`src/rtl/sc_io_peripheral_pkg.sv`:
```
// Shared definitions for sc_io_peripheral: 7-seg glyphs, port bit-field positions
// and the nibble-to-segment decoder.
package sc_io_peripheral_pkg;

  // Active-low segments, bit order gfedcba.
  localparam logic [6:0] SEG_0     = 7'h40;
  localparam logic [6:0] SEG_1     = 7'h79;
  localparam logic [6:0] SEG_2     = 7'h24;
  localparam logic [6:0] SEG_3     = 7'h30;
  localparam logic [6:0] SEG_4     = 7'h19;
  localparam logic [6:0] SEG_5     = 7'h12;
  localparam logic [6:0] SEG_6     = 7'h02;
  localparam logic [6:0] SEG_7     = 7'h78;
  localparam logic [6:0] SEG_8     = 7'h00;
  localparam logic [6:0] SEG_9     = 7'h10;
  localparam logic [6:0] SEG_A     = 7'h08;
  localparam logic [6:0] SEG_B     = 7'h03;
  localparam logic [6:0] SEG_C     = 7'h46;
  localparam logic [6:0] SEG_D     = 7'h21;
  localparam logic [6:0] SEG_E     = 7'h06;
  localparam logic [6:0] SEG_F     = 7'h0E;
  localparam logic [6:0] SEG_BLANK = 7'h7F;

  // in_port1 fields
  localparam int EVT_LSB   = 0;
  localparam int LVL_LSB   = 8;
  localparam int ANY_BIT   = 31;
  // out_port1 fields
  localparam int CLR_LSB   = 0;
  localparam int BLANK_LSB = 16;
  localparam int ACK_BIT   = 31;

  function automatic logic [6:0] seg_decode(input logic [3:0] nib);
    case (nib)
      4'h0:    return SEG_0;
      4'h1:    return SEG_1;
      4'h2:    return SEG_2;
      4'h3:    return SEG_3;
      4'h4:    return SEG_4;
      4'h5:    return SEG_5;
      4'h6:    return SEG_6;
      4'h7:    return SEG_7;
      4'h8:    return SEG_8;
      4'h9:    return SEG_9;
      4'hA:    return SEG_A;
      4'hB:    return SEG_B;
      4'hC:    return SEG_C;
      4'hD:    return SEG_D;
      4'hE:    return SEG_E;
      default: return SEG_F;
    endcase
  endfunction

endpackage

```
`src/rtl/sc_io_peripheral_debounce.sv`:
```
// One-bit synchroniser and debouncer: the stable output follows the synchronised
// input only after it has differed for DEBOUNCE_CYCLES consecutive clocks.
module sc_io_peripheral_debounce #(
  parameter int   DEBOUNCE_CYCLES = 50000,
  parameter logic RST_VAL         = 1'b0
) (
  input  logic clock,
  input  logic resetn,
  input  logic raw,
  output logic stable
);

  localparam int CNT_W = (DEBOUNCE_CYCLES > 2) ? $clog2(DEBOUNCE_CYCLES) : 1;
  localparam logic [CNT_W-1:0] CNT_LAST = CNT_W'(DEBOUNCE_CYCLES - 1);

  logic             sync1;
  logic             sync2;
  logic [CNT_W-1:0] cnt;

  // NOTE: all state here updates with <= so every flop samples the pre-edge
  // values; blocking assignments would collapse the synchroniser into one stage.
  always_ff @(posedge clock or negedge resetn) begin
    if (!resetn) begin
      sync1  <= RST_VAL;
      sync2  <= RST_VAL;
      stable <= RST_VAL;
      cnt    <= '0;
    end else begin
      sync1 <= raw;
      sync2 <= sync1;
      if (sync2 == stable) begin
        cnt <= '0;
      end else if (cnt == CNT_LAST) begin
        stable <= sync2;
        cnt    <= '0;
      end else begin
        cnt <= cnt + 1'b1;
      end
    end
  end

endmodule

```
`src/rtl/sc_io_peripheral.sv`:
```
// Board-side I/O partner of sc_computer: debounced switches/keys with sticky key
// events and a toggle-based ack/clear handshake, plus registered 7-seg decode.
module sc_io_peripheral
  import sc_io_peripheral_pkg::*;
#(
  parameter int N_SW            = 10,
  parameter int N_KEY           = 4,
  parameter int N_HEX           = 6,
  parameter int DEBOUNCE_CYCLES = 50000
) (
  input  logic               clock,
  input  logic               resetn,
  input  logic [N_SW-1:0]    sw,
  input  logic [N_KEY-1:0]   key_n,
  input  logic [31:0]        out_port0,
  input  logic [31:0]        out_port1,
  output logic [31:0]        in_port0,
  output logic [31:0]        in_port1,
  output logic [7*N_HEX-1:0] hex
);

  logic [N_SW-1:0]    sw_db;
  logic [N_KEY-1:0]   key_db;
  logic [N_KEY-1:0]   key_db_q;
  logic [N_KEY-1:0]   key_evt;
  logic               ack_prev;

  logic [N_KEY-1:0]   key_fall;
  logic [N_KEY-1:0]   clr_mask;
  logic [N_KEY-1:0]   evt_next;
  logic [31:0]        port0_next;
  logic [31:0]        port1_next;
  logic [7*N_HEX-1:0] hex_next;

  for (genvar s = 0; s < N_SW; s++) begin : g_sw
    sc_io_peripheral_debounce #(
      .DEBOUNCE_CYCLES(DEBOUNCE_CYCLES),
      .RST_VAL        (1'b0)
    ) u_db (
      .clock (clock),
      .resetn(resetn),
      .raw   (sw[s]),
      .stable(sw_db[s])
    );
  end

  for (genvar k = 0; k < N_KEY; k++) begin : g_key
    sc_io_peripheral_debounce #(
      .DEBOUNCE_CYCLES(DEBOUNCE_CYCLES),
      .RST_VAL        (1'b1)
    ) u_db (
      .clock (clock),
      .resetn(resetn),
      .raw   (key_n[k]),
      .stable(key_db[k])
    );
  end

  // NOTE: every signal driven here gets a default first, so no path leaves it
  // unassigned and no latch is inferred.
  always_comb begin
    key_fall = key_db_q & ~key_db;
    clr_mask = '0;
    // The clear mask only acts on the cycle where the CPU has flipped the ack bit.
    if (out_port1[ACK_BIT] != ack_prev) clr_mask = out_port1[CLR_LSB +: N_KEY];
    // Set is OR-ed in after the clear so a coincident press is never lost.
    evt_next = (key_evt & ~clr_mask) | key_fall;

    port0_next             = '0;
    port0_next[N_SW-1:0]   = sw_db;

    port1_next                    = '0;
    port1_next[EVT_LSB +: N_KEY]  = evt_next;
    port1_next[LVL_LSB +: N_KEY]  = ~key_db;
    port1_next[ANY_BIT]           = |evt_next;

    hex_next = '1;
    for (int i = 0; i < N_HEX; i++) begin
      hex_next[7*i +: 7] = out_port1[BLANK_LSB + i] ? SEG_BLANK
                                                    : seg_decode(out_port0[4*i +: 4]);
    end
  end

  always_ff @(posedge clock or negedge resetn) begin
    if (!resetn) begin
      key_db_q <= '1;
      key_evt  <= '0;
      ack_prev <= 1'b0;
      in_port0 <= '0;
      in_port1 <= '0;
      hex      <= '1;
    end else begin
      key_db_q <= key_db;
      key_evt  <= evt_next;
      ack_prev <= out_port1[ACK_BIT];
      in_port0 <= port0_next;
      in_port1 <= port1_next;
      hex      <= hex_next;
    end
  end

endmodule

```
`config.mk`:
```
export PLATFORM = sky130hd
export DESIGN_NAME = sc_io_peripheral
export DESIGN_NICKNAME = d
export VERILOG_FILES = /design/src/rtl/sc_io_peripheral_pkg.sv /design/src/rtl/sc_io_peripheral_debounce.sv /design/src/rtl/sc_io_peripheral.sv
export SDC_FILE = /design/constraint.sdc
export NUM_CORES = 1
export LEC_CHECK = 0
export CAP_MARGIN = 20
export CORE_MARGIN = 5
export CORE_UTILIZATION = 25
export DETAILED_ROUTE_END_ITERATION = 6
export MAX_ROUTING_LAYER = met4
export PLACE_DENSITY_LB_ADDON = 0.05
export SLEW_MARGIN = 20
export SYNTH_ARGS = -nofsm -noshare
export SYNTH_HDL_FRONTEND = slang
export SYNTH_HIERARCHICAL = 1
export SYNTH_SLANG_ARGS = --single-unit
```
`constraint.sdc`:
```
create_clock -name clock -period 1.92 [get_ports clock]
set_clock_uncertainty 0.2 [all_clocks]
set_input_delay 0.384 -clock clock [delete_from_list [all_inputs] [get_ports clock]]
set_output_delay 0.384 -clock clock [all_outputs]
set_load 0.005 [all_outputs]
```
==> results of run 1 <==
power by group through the flow:
stage	logic, µW	registers (µW)	clock network, µW
final	1290	7320	7770
after global routing	1460	7340	8470
after CTS	1290	7330	8220
after detailed placement	1290	7440	0
after global placement	1300	7450	0
after floorplan	545	7460	0
cell families after synthesis:
logic type                 count (synthesis)  share of synthesized area
and+or+nand+nor                          689                      0.226
buffers and inverters                    130                     0.0468
muxes                                     45                     0.0353
xor gates and xnor gates                 211                      0.113
adders and majority gates                 56                     0.0428
other                                      1                   0.000229
DFF                                      332                      0.512
AOI/OAI and AO/OA                         57                     0.0246
layout make-up:
type	count	area, µm²	area share
Clock buffer	70	1320	0.0596
Clock inverter	8	40.0	0.00181
Inverter	60	225	0.0102
Multi-Input combinational cell	1106	7780	0.351
Sequential cell	332	8380	0.378
Tap cell	855	1070	0.0483
Timing Repair Buffer	405	3340	0.151
worst max-delay path: cells and delay by family (launching register included):
kind          cells  cell delay, ps
flops             1             410
mux               1             320
simple gates      2            1050
metal layers:
metal,part of all wire,up-vias,global-route usage,wire length [µm]
li1,-,6024,-,-
met1,0.47,5652,0.138,17500
met2,0.47,134,0.175,17700
met3,0.032,59,0.0205,1210
met4,0.028,0,0.0355,1030
met5,0,-,-,0
sequential cells by signal, indices dropped and copies added, names as in the netlist:
signal and count:
g_sw.u_db/cnt 160, g_key.u_db/cnt 64, hex 42, g_sw.u_db/stable 10, g_sw.u_db/sync1 10, g_sw.u_db/sync2 10, in_port0 10, in_port1 6
g_key.u_db/stable 4, g_key.u_db/sync1 4, g_key.u_db/sync2 4, key_db_q 4, key_evt 3, ack_prev 1
worst paths after layout:
kind / from / end / cells past startpoint / slack (ps)
min reg2reg: g_sw[5].u_db/sync1 / g_sw[5].u_db/sync2 / 0 / 150
min in group asynchronous: resetn / g_sw[5].u_db/cnt[7] / 2 / 140
max in group asynchronous: resetn / hex[5] / 3 / 720
max: g_key[1].u_db/cnt[10] / g_key[1].u_db/stable / 3 / -120
max reg2reg: g_key[1].u_db/cnt[10] / g_key[1].u_db/stable / 3 / -120
min: key_n[2] / g_key[2].u_db/sync1 / 1 / 50
timing repair:
action,CTS,global route
resized for setup,180,38
endpoints found under the hold margin,282,0
endpoints found under the setup margin,298,242
buffers inserted,5,8
gates cloned,2,1
pin swaps,9,13
hold buffers,4,0
layout by cell type, fill, tap and decap left out, types with 60 or more instances in the layout:
master / instances
buf_4: 281
xor2_1: 70
nor3_1: 61
dfrtp_1: 274
inv_1: 60
nor2_1: 227
nand2_1: 64
nand3_1: 74
xnor2_1: 141
nand4_1: 70
metrics by stage:
step	total power [µW]	instance area [µm²]	instances
after floorplan	8010	16600	1565
after global placement	8740	20400	2738
after detailed placement	8730	20400	2738
after CTS	16800	21900	2827
after global routing	17300	22200	2836
final	16400	22200	2836
==> flow_summary.ini, run 1 <==
[placement]
placement.io_buffers = 111
gp_congestion = 0.768
place_hpwl_mm = 25.8
pre_cts_slack_ps = -392

[power_and_ir_drop]
sequentialPowerShare = 0.447
pwr-share-clk = 0.474
ir_drop_mv = 0.580
p_sw_uw = 3850
powerDensity_nw_per_um2 = 739
p_leak_uw = 0.00950
intPower_uw = 12500
combPwrFrac = 0.079
switching_share = 0.235

[yosys]
yosys_most_used_dff = dfrtp_1
yosys-top-cells-count = dfrtp_1 (274), nor2_1 (256), xnor2_1 (141)
synth_area_um2 = 16400
yosysMostFrequentCell = dfrtp_1
ys_ff_latch = 332
synth.area.top_cells = dfrtp_1 (42%), dfstp_2 (9.3%), xnor2_1 (7.5%), nor2_1 (5.9%), ha_1 (4.3%)
synth_top_area_cell = dfrtp_1
synth_edf_count = 0
yosysWarnings = 6
syn_inst = 1521
ys_types = 47
synth.avg_cell_area_um2 = 10.8
synthArstFlopShare = 1.00
synth_top_area_frac = 0.419
synth.yosys.seq_area_share = 0.512

[final_layout]
layout-area-overhead-vs-synth_pct = 35.3
finish.utilization = 0.342
fin_nets = 2084
drive_gt1_frac = 0.286
diodes = 0
fillCellCount = 6660

[timing]
fin_crit_sh = 1.06
rsz0062_at_grt = true
fmax_ghz = 0.489
setup_tns_ps = -7950
hold_viol_final = 0
holdWs_ps = 49.8
setup_viol = 161
worst_pin_slew_ps = 872
worst_slack_ps = -124
final_max_slew_viol_count = 0
fin_crit_ps = 2040
slew_headroom = 0.416

[floorplanning]
num_rows = 93
ios = 186
fp.dieW_um = 266
design.die.area_um2 = 70700
start_util = 0.253
die_h_um = 266
core_um2 = 64700

[clocking]
clock-sinks = 332
clk_path_buf_depth = 3
htree_levels = 2
cts_buffers = 43
cts_tree = yes
clock_latency_ps = 550
clk_pin_slew_ps = 60
clock-root-buffer = clkbuf_16

[global_route]
antenna_found_initial = 0
grt_use_total = 0.108
grt_start_max_net_pins = 50
grt_pass1_wl_mm = 63.0
overflow = 0
grt_pass1_vias = 12554

[worst_setup_path]
slowest_delay_ps = 550
cp_slowest_cell = or4b_4
worstSetupPathType = flop to flop
crit_path_cell_trace = or4b_4 > or4_4 > mux2_4
crit_path_end_kind = flop
worstPathRequired_ps = 2200
worstPathMaxFanout = 3
critPathArrivalTime_ps = 2320
startpoint_type = flop

[worst_hold_path]
min_path_type = input port to flop

[route]
vias = 11869
finalWirelength_mm = 37.4
wl_per_cell_um = 13.2
drc = 0
drt_pass1_iterations = 5
ant_nets = 0
viasPerCell = 4.19
drt_iter0_markers = 335

[run_status]
status = complete, but fails checks
violations = setup timing

[job]
cap_violations = 0
Power figures use the tool's default switching activity.
==> inputs of run 2 (changes only) <==
Settings changed: CORE_MARGIN 5 to 10.
==> run 2 against run 1 <==
  * The flow still finishes with violations (setup timing)
  * Flip-flop and latch count unchanged
  * Combinational power up 9%
  * Register-to-register slack worse by 40 ps
  * Final cell count about the same
  * Critical path type unchanged
  * Via count up 2.6%
  * Fmax down 2.1%
  * Sequential share of layout area down 1.3 points
  * First-iteration DRC count up 31%
  * Cell area up 3.6%
  * Count of clock-buffer cells in the layout down 10
==> flow_summary.ini, run 2 (synthesis results as in run 1) <==
[run_status]
status = complete, but fails checks
violations = setup timing

[timing]
fin_crit_ps = 2090
slew_headroom = 0.374
fmax_ghz = 0.479
setup_viol = 208
fin_crit_sh = 1.09
final_max_slew_viol_count = 0
holdWs_ps = 67.5
worst_slack_ps = -168
worst_pin_slew_ps = 936
rsz0062_at_grt = true
hold_viol_final = 0

[route]
drc = 0
vias = 12182
wl_per_cell_um = 13.9
drt_pass1_iterations = 4
viasPerCell = 4.30
ant_nets = 0
finalWirelength_mm = 39.3
drt_iter0_markers = 438

[final_layout]
fin_nets = 2083
drive_gt1_frac = 0.342
final_area_um2 = 23000
largest_register_ffs = 160
regMostFlops = g_sw.u_db/cnt
final_cell_mix = dfrtp_1 (273), buf_4 (264), xnor2_1 (141), nor2_1 (138), nand3_1 (74)
mostFrequentLayoutCell = dfrtp_1
fillCellCount = 6577
diodes = 0
layout-area-overhead-vs-synth_pct = 40.2
largest_registers = g_sw.u_db/cnt: 160 flops, g_key.u_db/cnt: 64 flops, hex: 42 flops

[job]
cap_violations = 0

[power_and_ir_drop]
p_sw_uw = 4080
p_leak_uw = 0.00954
intPower_uw = 13200
powerDensity_nw_per_um2 = 752
sequentialPowerShare = 0.424
ir_drop_mv = 0.593
p_total_uw = 17300
switching_share = 0.236
pwr-share-clk = 0.495
combPwrFrac = 0.081

[floorplanning]
die_h_um = 276
design.die.area_um2 = 76200
core_um2 = 64700
fp.dieW_um = 276
start_util = 0.253
num_rows = 93
ios = 186

[placement]
gp_congestion = 0.789
placement.io_buffers = 111
pre_cts_slack_ps = -375
place_hpwl_mm = 27.1
dpl_cell_area_um2 = 20300

[worst_setup_path]
slowest_delay_ps = 540
worstSetupPathType = flop to flop
worstPathRequired_ps = 2160
cp_slowest_cell = or4b_4
cp.buffers_inverters = 0
crit_path_end_kind = flop
startpoint_type = flop
crit_path_cell_trace = or4b_4 > or4_4 > mux2_4
worstPathMaxFanout = 4
critPathArrivalTime_ps = 2320
cpLargestDelayFamily = simple AND/OR/NAND/NOR gates
ff2ff_path_depth = 3
critical_path_depth = 3

[clocking]
cts_buffers = 44
clock-root-buffer = clkbuf_16
clk_path_buf_depth = 3
clock-sinks = 332
clk_pin_slew_ps = 60
cts_tree = yes
htree_levels = 2
clock_latency_ps = 560

[worst_hold_path]
min_path_type = input port to flop
whs_path_depth = 1

[global_route]
grt_pass1_vias = 12827
grt_use_total = 0.107
antenna_found_initial = 0
grt_pass1_wl_mm = 65.7
grt_start_max_net_pins = 56
overflow = 0
## run 2: per-layer routing
layer / GRT usage / up-vias / share of wire
met5: - / - / 0
met4: 0.0353 / 0 / 0.025
met3: 0.0211 / 64 / 0.035
met2: 0.172 / 130 / 0.48
met1: 0.132 / 5942 / 0.46
li1: - / 6046 / -
## run 2: stage by stage
step / cells / TNS (ps) / util
5_1_grt: 2834 / -23880 / 0.355
3_3_place_gp: 2725 / -17580 / 0.314
6_report: 2834 / -13190 / 0.355
4_1_cts: 2819 / -11940 / 0.343
2_1_floorplan: 1565 / -2250 / -
3_5_place_dp: 2725 / -16820 / 0.314
## run 2: final cells by class
class                      instances  area [µm²]  area share
timing repair buffer             395        3300       0.144
clock buffer                      60        1270      0.0554
clock inverter                    18         231      0.0101
sequential                       332        8380       0.365
multi-input combinational       1114        8480       0.369
inverter                          60         225     0.00981
tap                              855        1070      0.0466
## run 2: worst paths after layout
path	start	endpoint	slack (ps)
setup / recovery	g_sw[1].u_db/cnt[10]	g_sw[1].u_db/stable	-170
hold / removal	sw[7]	g_sw[7].u_db/sync1	70
setup reg to reg	g_sw[1].u_db/cnt[10]	g_sw[1].u_db/stable	-170
hold reg to reg	g_sw[0].u_db/sync1	g_sw[0].u_db/sync2	150
max in group asynchronous	resetn	in_port0[1]	750
min in group asynchronous	resetn	g_sw[6].u_db/cnt[15]	190
## run 2: power by group through the flow
| stage | combinational (µW) | sequential, µW | clock, µW |
|---|---|---|---|
| global placement | 1300 | 7450 | 0 |
| finish | 1400 | 7320 | 8540 |
| floorplan | 545 | 7460 | 0 |
| global route | 1570 | 7340 | 9260 |
| detailed placement | 1290 | 7450 | 0 |
| CTS | 1340 | 7330 | 9000 |
## run 2: what timing repair did
action                                 CTS  global route
gates resized for setup                227           171
buffers inserted                         7             9
pin swaps                               25            37
gates cloned                             5             6
hold buffers                             4             0
setup endpoints to repair              299           240
endpoints found under the hold margin  288             0
==> inputs of run 3 (changes only) <==
Settings changed: CORE_ASPECT_RATIO from default to 0.75.
==> run 3 against run 2 <==
  * The run still ends with setup timing left
  * Register-to-register slack improved by 30 ps
  * Die area grew 0.14%
  * Sequential power is essentially flat
  * Via count down 2.0%
  * Highest routed layer unchanged
==> flow_summary.ini, run 3 (synthesis results as in run 1) <==
[clocking]
clk_pin_slew_ps = 60
clock_latency_ps = 560
clock-sinks = 332
cts_tree = yes
clk_path_buf_depth = 3
htree_levels = 2
clock-root-buffer = clkbuf_16
cts_buffers = 40

[timing]
slew_headroom = 0.386
final_max_slew_viol_count = 0
hold_viol_final = 0
worst_pin_slew_ps = 918
worst_slack_ps = -138
rsz0062_at_grt = true
setup_viol = 165
fmax_ghz = 0.486
fin_crit_sh = 1.07
fin_crit_ps = 2060

[route]
viasPerCell = 4.17
finalWirelength_mm = 38.9
drc = 0
drt_pass1_iterations = 4
drt_iter0_markers = 429
wl_per_cell_um = 13.6
ant_nets = 0
vias = 11942

[final_layout]
regMostFlops = g_sw.u_db/cnt
fin_nets = 2100
fin_cells = 2867
largest_register_ffs = 160
final_cell_mix = buf_4 (293), dfrtp_1 (274), nor2_1 (176), xnor2_1 (141), nand3_1 (74)
mostFrequentLayoutCell = buf_4
largest_registers = g_sw.u_db/cnt: 160 flops, g_key.u_db/cnt: 64 flops, hex: 42 flops
drive_gt1_frac = 0.327
layout-area-overhead-vs-synth_pct = 38.4
fillCellCount = 6623
finish.utilization = 0.348

[floorplanning]
die_h_um = 242
fp.dieW_um = 316
ios = 186
num_rows = 81
design.die.area_um2 = 76300
start_util = 0.252
core_um2 = 65100

[worst_setup_path]
critPathArrivalTime_ps = 2350
worstPathMaxFanout = 4
worstSetupPathType = flop to flop
worstPathRequired_ps = 2210
startpoint_type = flop
crit_path_end_kind = flop

[placement]
placement.io_buffers = 111
dp.cells = 2771
place_hpwl_mm = 26.9
gp_congestion = 0.771
pre_cts_slack_ps = -403

[power_and_ir_drop]
powerDensity_nw_per_um2 = 735
p_total_uw = 16700
p_leak_uw = 0.00958
ir_drop_mv = 0.456

[run_status]
status = complete, but fails checks
violations = setup timing

[worst_hold_path]
min_path_type = input port to flop

[global_route]
grt_use_total = 0.104
grt_start_max_net_pins = 46
overflow = 0
grt_pass1_wl_mm = 65.3
grt_pass1_vias = 12434
antenna_found_initial = 2

[job]
cap_violations = 0
[run 3: worst paths after layout]
check / from / depth (start not counted) / slack [ps] / end
worst max-delay path: g_key[3].u_db/cnt[10] / 3 / -140 / g_key[3].u_db/stable
worst min-delay path: sw[4] / 1 / 70 / g_sw[4].u_db/sync1
worst max register to register: g_key[3].u_db/cnt[10] / 3 / -140 / g_key[3].u_db/stable
worst min register to register: g_sw[3].u_db/sync1 / 0 / 150 / g_sw[3].u_db/sync2
max in group asynchronous: resetn / 4 / 710 / hex[15]
min in group asynchronous: resetn / 2 / 90 / g_sw[5].u_db/cnt[5]
[run 3: layer usage]
layer,GRT usage,up-vias,part of all wire
li1,-,6056,-
met1,0.146,5685,0.52
met2,0.147,147,0.41
met3,0.0265,54,0.047
met4,0.0298,0,0.023
met5,-,-,0
[run 3: stage by stage]
step           TNS, ps  hold slack [ps]  area (µm²)
6_report        -10240             66.2       22700
5_1_grt         -20050             34.0       22700
4_1_cts         -10410             17.3       22200
3_5_place_dp    -17100             40.1       20500
3_3_place_gp    -19070             42.6       20500
2_1_floorplan    -2250             -112       16600
[run 3: power breakdown]
group | leakage, µW | internal, µW | switching (µW)
clock | 0.000683 | 4830 | 3150
combinational | 0.00456 | 644 | 723
sequential | 0.00433 | 7230 | 86.4
total | 0.00958 | 12700 | 3960
[run 3: layout make-up]
cell class / count / area (µm²) / area share
clock inverters: 12 / 156 / 0.00690
flip-flops and latches: 332 / 8380 / 0.370
clock buffers: 60 / 1230 / 0.0542
inverters: 60 / 225 / 0.00993
well taps: 871 / 1090 / 0.0481
multi-input cells: 1111 / 8220 / 0.363
diodes: 2 / 5.00 / 0.000221
repair buffers: 419 / 3370 / 0.148
[run 3: worst max-delay path, cell delays in order (launching register included)]
cell and delay [ps]:
dfrtp_1 390, or4b_1 540, or4_4 530, mux2_4 330
[run 3: timing repair]
item / CTS / global route
hold endpoints to repair: 289 / 0
cloned: 5 / 3
pin swaps: 30 / 16
setup buffers: 5 / 6
hold buffers: 3 / 0
resized for setup: 247 / 98
setup endpoints to repair: 299 / 238
